[src/rtl/conv_layer_controller.sv]
// rtl/conv_layer_controller.sv - row sequencer for a sliding-window convolution layer
// Drives preload/shift/load commands to the input interface and times kernel accumulation per output row.
module conv_layer_controller #(
   parameter int OUT_ROWS = 6,
   parameter int TIMEOUT  = 64,
   parameter int BIAS_IDX = 9
) (
   input  logic       clk,
   input  logic       rst_n,
   input  logic       start,
   input  logic [1:0] ack,
   output logic [1:0] cmd,
   output logic       if_enable,
   output logic [3:0] weight_idx,
   output logic       acc_clear,
   output logic       row_done,
   output logic [2:0] row_idx,
   output logic       busy,
   output logic       done,
   output logic       err,
   output logic [2:0] state
);

   typedef enum logic [2:0] {
      S_IDLE         = 3'd0,
      S_PRELOAD_WAIT = 3'd1,
      S_SHIFT_WAIT   = 3'd2,
      S_LOAD_WAIT    = 3'd3,
      S_DONE         = 3'd4,
      S_ERROR        = 3'd5
   } state_t;

   localparam int             CW       = $clog2(TIMEOUT + 1);
   localparam logic [CW-1:0]  CNT_MAX  = CW'(TIMEOUT - 1);
   localparam logic [3:0]     BIAS     = 4'(BIAS_IDX);
   localparam logic [2:0]     LAST_ROW = 3'(OUT_ROWS - 1);

   localparam logic [1:0] CMD_IDLE    = 2'd0;
   localparam logic [1:0] CMD_PRELOAD = 2'd1;
   localparam logic [1:0] CMD_SHIFT   = 2'd2;
   localparam logic [1:0] CMD_LOAD    = 2'd3;

   state_t         state_q, state_n;
   logic [CW-1:0]  cnt_q, cnt_n;
   logic [1:0]     cmd_n;
   logic [3:0]     weight_n;
   logic [2:0]     row_n;
   logic           acc_clear_n, row_done_n, done_n, err_n, busy_n;
   logic           wait_expired;

   assign wait_expired = (cnt_q == CNT_MAX);
   assign if_enable    = !err;
   assign state        = state_q;

   always_comb begin
      state_n     = state_q;
      cnt_n       = cnt_q;
      cmd_n       = CMD_IDLE;
      weight_n    = weight_idx;
      row_n       = row_idx;
      acc_clear_n = 1'b0;
      row_done_n  = 1'b0;
      done_n      = 1'b0;
      err_n       = err;

      case (state_q)
         S_IDLE: begin
            if (start) begin
               cmd_n   = CMD_PRELOAD;
               row_n   = 3'd0;
               cnt_n   = '0;
               state_n = S_PRELOAD_WAIT;
            end
         end
         S_PRELOAD_WAIT: begin
            if (ack == 2'd1) begin
               cmd_n       = CMD_SHIFT;
               acc_clear_n = 1'b1;
               weight_n    = 4'd0;
               cnt_n       = '0;
               state_n     = S_SHIFT_WAIT;
            end else if (wait_expired) begin
               err_n   = 1'b1;
               state_n = S_ERROR;
            end else begin
               cnt_n = cnt_q + CW'(1);
            end
         end
         S_SHIFT_WAIT: begin
            // Walk the kernel taps, then park on the bias term until the shift finishes
            weight_n = (weight_idx >= BIAS) ? BIAS : weight_idx + 4'd1;
            if (ack == 2'd2) begin
               row_done_n = 1'b1;
               cnt_n      = '0;
               if (row_idx == LAST_ROW) begin
                  done_n  = 1'b1;
                  state_n = S_DONE;
               end else begin
                  cmd_n   = CMD_LOAD;
                  state_n = S_LOAD_WAIT;
               end
            end else if (wait_expired) begin
               err_n   = 1'b1;
               state_n = S_ERROR;
            end else begin
               cnt_n = cnt_q + CW'(1);
            end
         end
         S_LOAD_WAIT: begin
            if (ack == 2'd3) begin
               row_n       = (row_idx < LAST_ROW) ? row_idx + 3'd1 : LAST_ROW;
               cmd_n       = CMD_SHIFT;
               acc_clear_n = 1'b1;
               weight_n    = 4'd0;
               cnt_n       = '0;
               state_n     = S_SHIFT_WAIT;
            end else if (wait_expired) begin
               err_n   = 1'b1;
               state_n = S_ERROR;
            end else begin
               cnt_n = cnt_q + CW'(1);
            end
         end
         S_DONE: begin
            weight_n = 4'd0;
            state_n  = S_IDLE;
         end
         S_ERROR: begin
            if (start) begin
               err_n   = 1'b0;
               state_n = S_IDLE;
            end
         end
         default: state_n = S_IDLE;
      endcase

      busy_n = (state_n != S_IDLE) && (state_n != S_ERROR);
   end

   always_ff @(posedge clk or negedge rst_n) begin
      if (!rst_n) begin
         state_q    <= S_IDLE;
         cnt_q      <= '0;
         cmd        <= CMD_IDLE;
         weight_idx <= 4'd0;
         acc_clear  <= 1'b0;
         row_done   <= 1'b0;
         row_idx    <= 3'd0;
         busy       <= 1'b0;
         done       <= 1'b0;
         err        <= 1'b0;
      end else begin
         state_q    <= state_n;
         cnt_q      <= cnt_n;
         cmd        <= cmd_n;
         weight_idx <= weight_n;
         acc_clear  <= acc_clear_n;
         row_done   <= row_done_n;
         row_idx    <= row_n;
         busy       <= busy_n;
         done       <= done_n;
         err        <= err_n;
      end
   end

endmodule

[config.mk]
export PLATFORM = sky130hd
export DESIGN_NAME = conv_layer_controller
export DESIGN_NICKNAME = d
export VERILOG_FILES = /design/src/rtl/conv_layer_controller.sv
export SDC_FILE = /design/constraint.sdc
export NUM_CORES = 1
export LEC_CHECK = 0
export CAP_MARGIN = 40
export CORE_MARGIN = 5
export CORE_UTILIZATION = 48
export DETAILED_ROUTE_END_ITERATION = 7
export GPL_ROUTABILITY_DRIVEN = 0
export PLACE_DENSITY = 0.83
export SLEW_MARGIN = 10
export SYNTH_ARGS = -nofsm -noshare
export SYNTH_HDL_FRONTEND = slang
export SYNTH_SLANG_ARGS = --single-unit
[constraint.sdc]
create_clock -name clk -period 1.6 [get_ports clk]
set_input_delay 0.4 -clock clk [delete_from_list [all_inputs] [get_ports clk]]
set_output_delay 0.4 -clock clk [all_outputs]
set_load 0.03 [all_outputs]
Yosys cells after proc, flatten, opt, wreduce, memory -nomap -nowiden
Cells that the tools add are included.
{"block": "classes", "n_reduce_logical": 12, "add_sub_neg": 3, "n_mux": 42, "eq_ne": 18, "n_lt_le_gt_ge": 2}
{"operator": "$mux W7", "n": 5}
{"operator": "$mux W3", "n": 10}
{"operator": "$pmux W7 S4", "n": 1}
{"operator": "$pmux W4 S4", "n": 1}
{"operator": "$pmux W3 S5", "n": 1}
{"operator": "$ne A2 B2 Y1 const B", "n": 7}
{"operator": "$mux W1", "n": 13}
{"operator": "$mux W4", "n": 3}
{"operator": "$reduce_bool A4 Y1", "n": 3}
{"operator": "$eq A3 B3 Y1 const B", "n": 3}
{"operator": "$mux W2", "n": 4}
{"operator": "$pmux W2 S4", "n": 1}
{"operator": "$add A7 B1 Y7 const B", "n": 1}
{"operator": "$eq A7 B6 Y1 const B", "n": 1}
{"operator": "$eq A3 B2 Y1 const B", "n": 2}
{"operator": "$pmux W3 S2", "n": 1}
{"operator": "$reduce_and A3 Y1", "n": 2}
{"operator": "$reduce_and A5 Y1", "n": 1}
{"operator": "$add A4 B1 Y4 const B", "n": 1}
{"operator": "$eq A2 B2 Y1 const B", "n": 2}
{"operator": "$ge A4 B4 Y1 const B", "n": 1}
{"operator": "$pmux W1 S4", "n": 1}
{"operator": "$add A3 B1 Y3 const B", "n": 1}
{"operator": "$eq A3 B1 Y1 const B", "n": 1}
{"operator": "other kinds (10)", "n": 10}
{"block": "word_totals", "regBits": 24, "inputBits": 5}

Depth between registers and ports, before layout
Gate-level depths: netlist of the first run.
{"block": "depth", "word_depth": 6, "ltp_mapped": 7, "depth_no_buf": 7}

Worst setup path before layout of the first run
Ideal clock, no wire load.
{"block": "synth_path", "path_type": "register to register", "startpoint": "register state_q[0], in the netlist state[0]", "endpoint": "register row_idx[0]", "slack_ps": -195, "period_less_slack_ps": 1795, "arrival_time_ps": 1670, "stages_incl_launch_ff": 7, "path_cell_list": "dfrtp_1 buf_2 buf_2 nor2_1 nand2_1 a21oi_1 mux2_2"}
{"block": "synth_via", "elab_chain_len": 3, "word_cells_on_any_way": 7, "cone_classes": "eq/ne: 3; mux: 1; reduce/logical: 3"}
{"item": "start, declared", "line_no": "43", "rtl": "state_t state_q, state_n;"}
{"item": "start signal, assigned", "line_no": "153", "rtl": "state_q <= state_n;"}
{"item": "$eq A3 B2 Y1 or $logic_not A3 Y1 (tied branches)", "line_no": "66", "rtl": "case (state_q)"}
{"item": "$ne A2 B2 Y1 (no source line) or $reduce_bool A2 Y1 (tied branches)"}
{"item": "$reduce_and A3 Y1 (no source line)"}
{"item": "end signal, assigned", "line_no": "159", "rtl": "row_idx <= row_n;"}
{"item": "end, declared", "line_no": "17", "rtl": "output logic [2:0] row_idx,"}
Parallel ways exist; a longest one is shown, timed or not.
A chain may end at the register's enable or synchronous reset.

Worst setup path after layout of the first run
{"block": "layout_path", "startpoint": "register state_q[1], in the netlist state[1]", "endpoint": "register weight_idx[2]"}
{"block": "layout_via", "elab_chain_len": 3, "word_cells_on_any_way": 9, "cone_classes": "eq/ne: 6; mux: 1; reduce/logical: 2"}
{"item": "$eq A3 B2 Y1 (tied with other cells)", "line_no": "66"}
{"item": "$reduce_bool A4 Y1 (no source line) or $ne A2 B2 Y1 (tied branches)"}
{"item": "$reduce_and A3 Y1 (no source line)"}
{"item": "end signal, assigned", "line_no": "156", "rtl": "weight_idx <= weight_n;"}
{"item": "end, declared", "line_no": "14", "rtl": "output logic [3:0] weight_idx,"}
Parallel ways exist; a longest one is shown, timed or not.

==> metrics.txt, run 1 <==
main area contributors after synthesis=dfrtp_1 (42%), ha_1 (5.2%), a21oi_1 (4.5%); CP arrival=1.98 ns; CTS tree=yes; row count=19; final cell count without fillers=250; reg2reg end=weight_idx[2]; vias in the first global route=1480; CP max FO=6; reg2reg start=state[1]; P&R area growth vs syn=52.86%; die width=64.80 um; fin util=77.89%; worst hold-check slack=0.4129 ns; nets=231; chip height=64.80 um; flops & latches, synth=24; Cell Chain, Critical Path=buf_6 -> buf_4 -> nor3b_4 -> o21ai_2 -> a21oi_2 -> a21oi_2 -> a221o_1; most frequent CP cell=a21oi_2; final worst slack=-0.1538 ns; core box area=2829 sq um; Synth cell types=47; HPWL Detailed=2.745 mm; Final min period=1.754 ns; H-tree depth=1; CP startpoint kind=flip-flop; CP required=1.83 ns; ANT nets after route=0; failing checks=negative setup slack; cell area after synthesis=1441 sq um; Sum Neg Setup Slack=-0.6880 ns; clk slew on worst S/H paths=0.13 ns; largest net degree at the start of global routing=25; Leak=0.001040 uW; async set-or-reset flop fraction in the synthesized netlist=100.0%; post-synth top area cell=dfrtp_1; Avg Inst Size Synth=9.421 sq um; total global routing overflow=0; clock tree sinks=24; Hold/Removal Path Class=primary input to async pin; clk buf depth=2; die area=4199 sq um; Max Cap Viol=0; Starting Density=50.95%; DRC violations left=0; max-slew violations=0; Worst IR Drop VDD=1.023 mV; Clk Latency, worst-skew pair=0.33 ns; antenna cells=0; initial drt markers=103; PwrDens=1695 nW/um^2; R2R cell count=7; IO Pins=23; initial antenna violation count=0; DR pass1 iterations=4; slowest stage delay, CP=0.48 ns; syn_nets=164; first-pass GRT wire length=6.720 mm; port bufs=22; Tot GR Track Use=20.10%; Seq/Total Area, Yosys=41.67%; CP startpoint=state[1]; CP max stage cell=dfrtp_2; Yosys top cell area share=41.67%; vias=1461; prevailing post-synth register cell=dfrtp_1; drt via density=5.844; EDFF count, synth=0; WS Path Type=flip-flop to flip-flop; worst reg-to-reg setup slack=-0.15 ns; share of cells above drive strength 1=45.66%; CTS Hold Bufs=0; placed cell count=230; Root Driver=clkbuf_4; Total Routed Length=4.434 mm; fmax=570.2 MHz; Final Hold Viols=0; CTS Buf Count=3; skew final=0.003934 ns; drt wl/cell=17.74 um; Synth Instances=153; Final Power=3734 uW; outcome=finished, violations left; ratio of final minimum period to clock period=109.6%; Worst Tran Pin Value=0.3977 ns; RSZ-0062 raised after global routing=true; endpoints failing setup=8; Yosys warning total=0; slew margin rel.=72.80%; crit end category=flip-flop
-- cells in the final DEF, fill, tap and decap left out, drive strengths merged, types with 4 or more instances in the layout --
cell	count
ha	6
nand3	4
buf	49
o21ai	13
a21oi	13
a22o	6
dfrtp	24
inv	11
dlygate4sd2	12
clkbuf	9
nor2b	4
nand2	13
nor2	10
-- cell usage after synthesis, types with 2 or more instances --
| cell | count |
|---|---|
| nor2_1 | 10 |
| and2_1 | 2 |
| nor3b_1 | 2 |
| nand2_1 | 13 |
| ha_1 | 6 |
| nor2b_1 | 4 |
| a22o_1 | 6 |
| o21ai_1 | 2 |
| dfrtp_1 | 24 |
| a21oi_1 | 13 |
| nor3_1 | 3 |
| a21boi_1 | 2 |
| o21ai_0 | 11 |
| and3_1 | 2 |
| or2_2 | 2 |
| a32oi_1 | 2 |
| and3b_1 | 2 |
| buf_2 | 4 |
| nand2b_1 | 3 |
| inv_1 | 11 |
| nand3_1 | 3 |
-- critical path, delay by kind of cell (launching register included) --
kind	cells	cell delay, ns
DFF	1	0.48
and+or+nand+nor	1	0.20
AOI/OAI and AO/OA	4	0.68
buffers and inverters	2	0.28
-- metal layers --
metal | up-vias | GRT usage, % | part of all wire [%]
met1 | 711 | 23.83 | 39
met4 | 0 | 5.013 | 1.9
met2 | 53 | 36.40 | 54
li1 | 682 | - | -
met3 | 15 | 4.836 | 5.4
met5 | - | 0 | 0
-- per-stage QoR --
step | worst slack, ns | area (sq um)
finish | -0.1538 | 2203
global route | -0.2104 | 2203
CTS | -0.04263 | 2083
detailed placement | -0.5925 | 1907
global placement | -0.4761 | 1907
floorplan | 0.00003186 | 1478
-- worst max path at each step --
stage	end	cells past startpoint	slack (ns)
after global placement	cnt_q[1]	6	-0.48
after global routing	weight_idx[2]	7	-0.21
after detailed placement	cnt_q[1]	6	-0.59
after CTS	cnt_q[1]	7	-0.04
final	weight_idx[2]	7	-0.15
after floorplan	row_idx[0]	6	0.00003
-- report_power, final --
| part | total (uW) | switching, uW | internal (uW) | leakage [uW] |
|---|---|---|---|---|
| sequential | 995 | 201 | 794 | 0.000300 |
| clock | 330 | 190 | 140 | 0.0000210 |
| combinational | 2410 | 1220 | 1190 | 0.000719 |
| total | 3730 | 1620 | 2120 | 0.00104 |
-- state kept, by name, indices dropped and copies added (netlist names) --
signal      cells
acc_clear       1
busy            1
cmd             2
cnt_q           7
done            1
err             1
row_done        1
row_idx         3
state           3
weight_idx      4
-- cell type report --
type | count | area (sq um)
flip-flops and latches | 24 | 609.3
clock buffers | 4 | 36.28
inverters | 11 | 41.29
multi-input cells | 112 | 924.6
well taps | 31 | 38.79
repair buffers | 68 | 553.0
fillers | 183 | 625.6
-- kinds of logic after synthesis --
family / count (synthesis) / share of synthesized area, %
AND/OR/NAND/NOR: 53 / 20.40
AO/OA/AOI/OAI: 51 / 25.78
flip-flops: 24 / 41.67
multiplexers: 1 / 0.7812
buffers and inverters: 17 / 5.556
adder cells (fa/ha/maj): 6 / 5.208
XOR/XNOR: 1 / 0.6077
-- what timing repair did --
item / CTS / global route
setup buffers: 9 / 7
pin swaps: 8 / 14
resized for setup: 36 / 30
setup endpoints to repair: 33 / 17
(Power assumes the default switching activity.)
==> run 2: changes to the inputs <==
--- a/config.mk
+++ b/config.mk
@@ -5,11 +5,13 @@
 export SDC_FILE = /design/constraint.sdc
 export NUM_CORES = 1
 export LEC_CHECK = 0
+export ABC_AREA = 0
 export CAP_MARGIN = 40
 export CORE_MARGIN = 5
 export CORE_UTILIZATION = 48
 export DETAILED_ROUTE_END_ITERATION = 7
 export GPL_ROUTABILITY_DRIVEN = 0
+export HOLD_SLACK_MARGIN = 0.02
 export PLACE_DENSITY = 0.83
 export SLEW_MARGIN = 10
 export SYNTH_ARGS = -nofsm -noshare
==> results of run 2 <==
No change in the layout: final DEF, timing and power equal those of run 1.
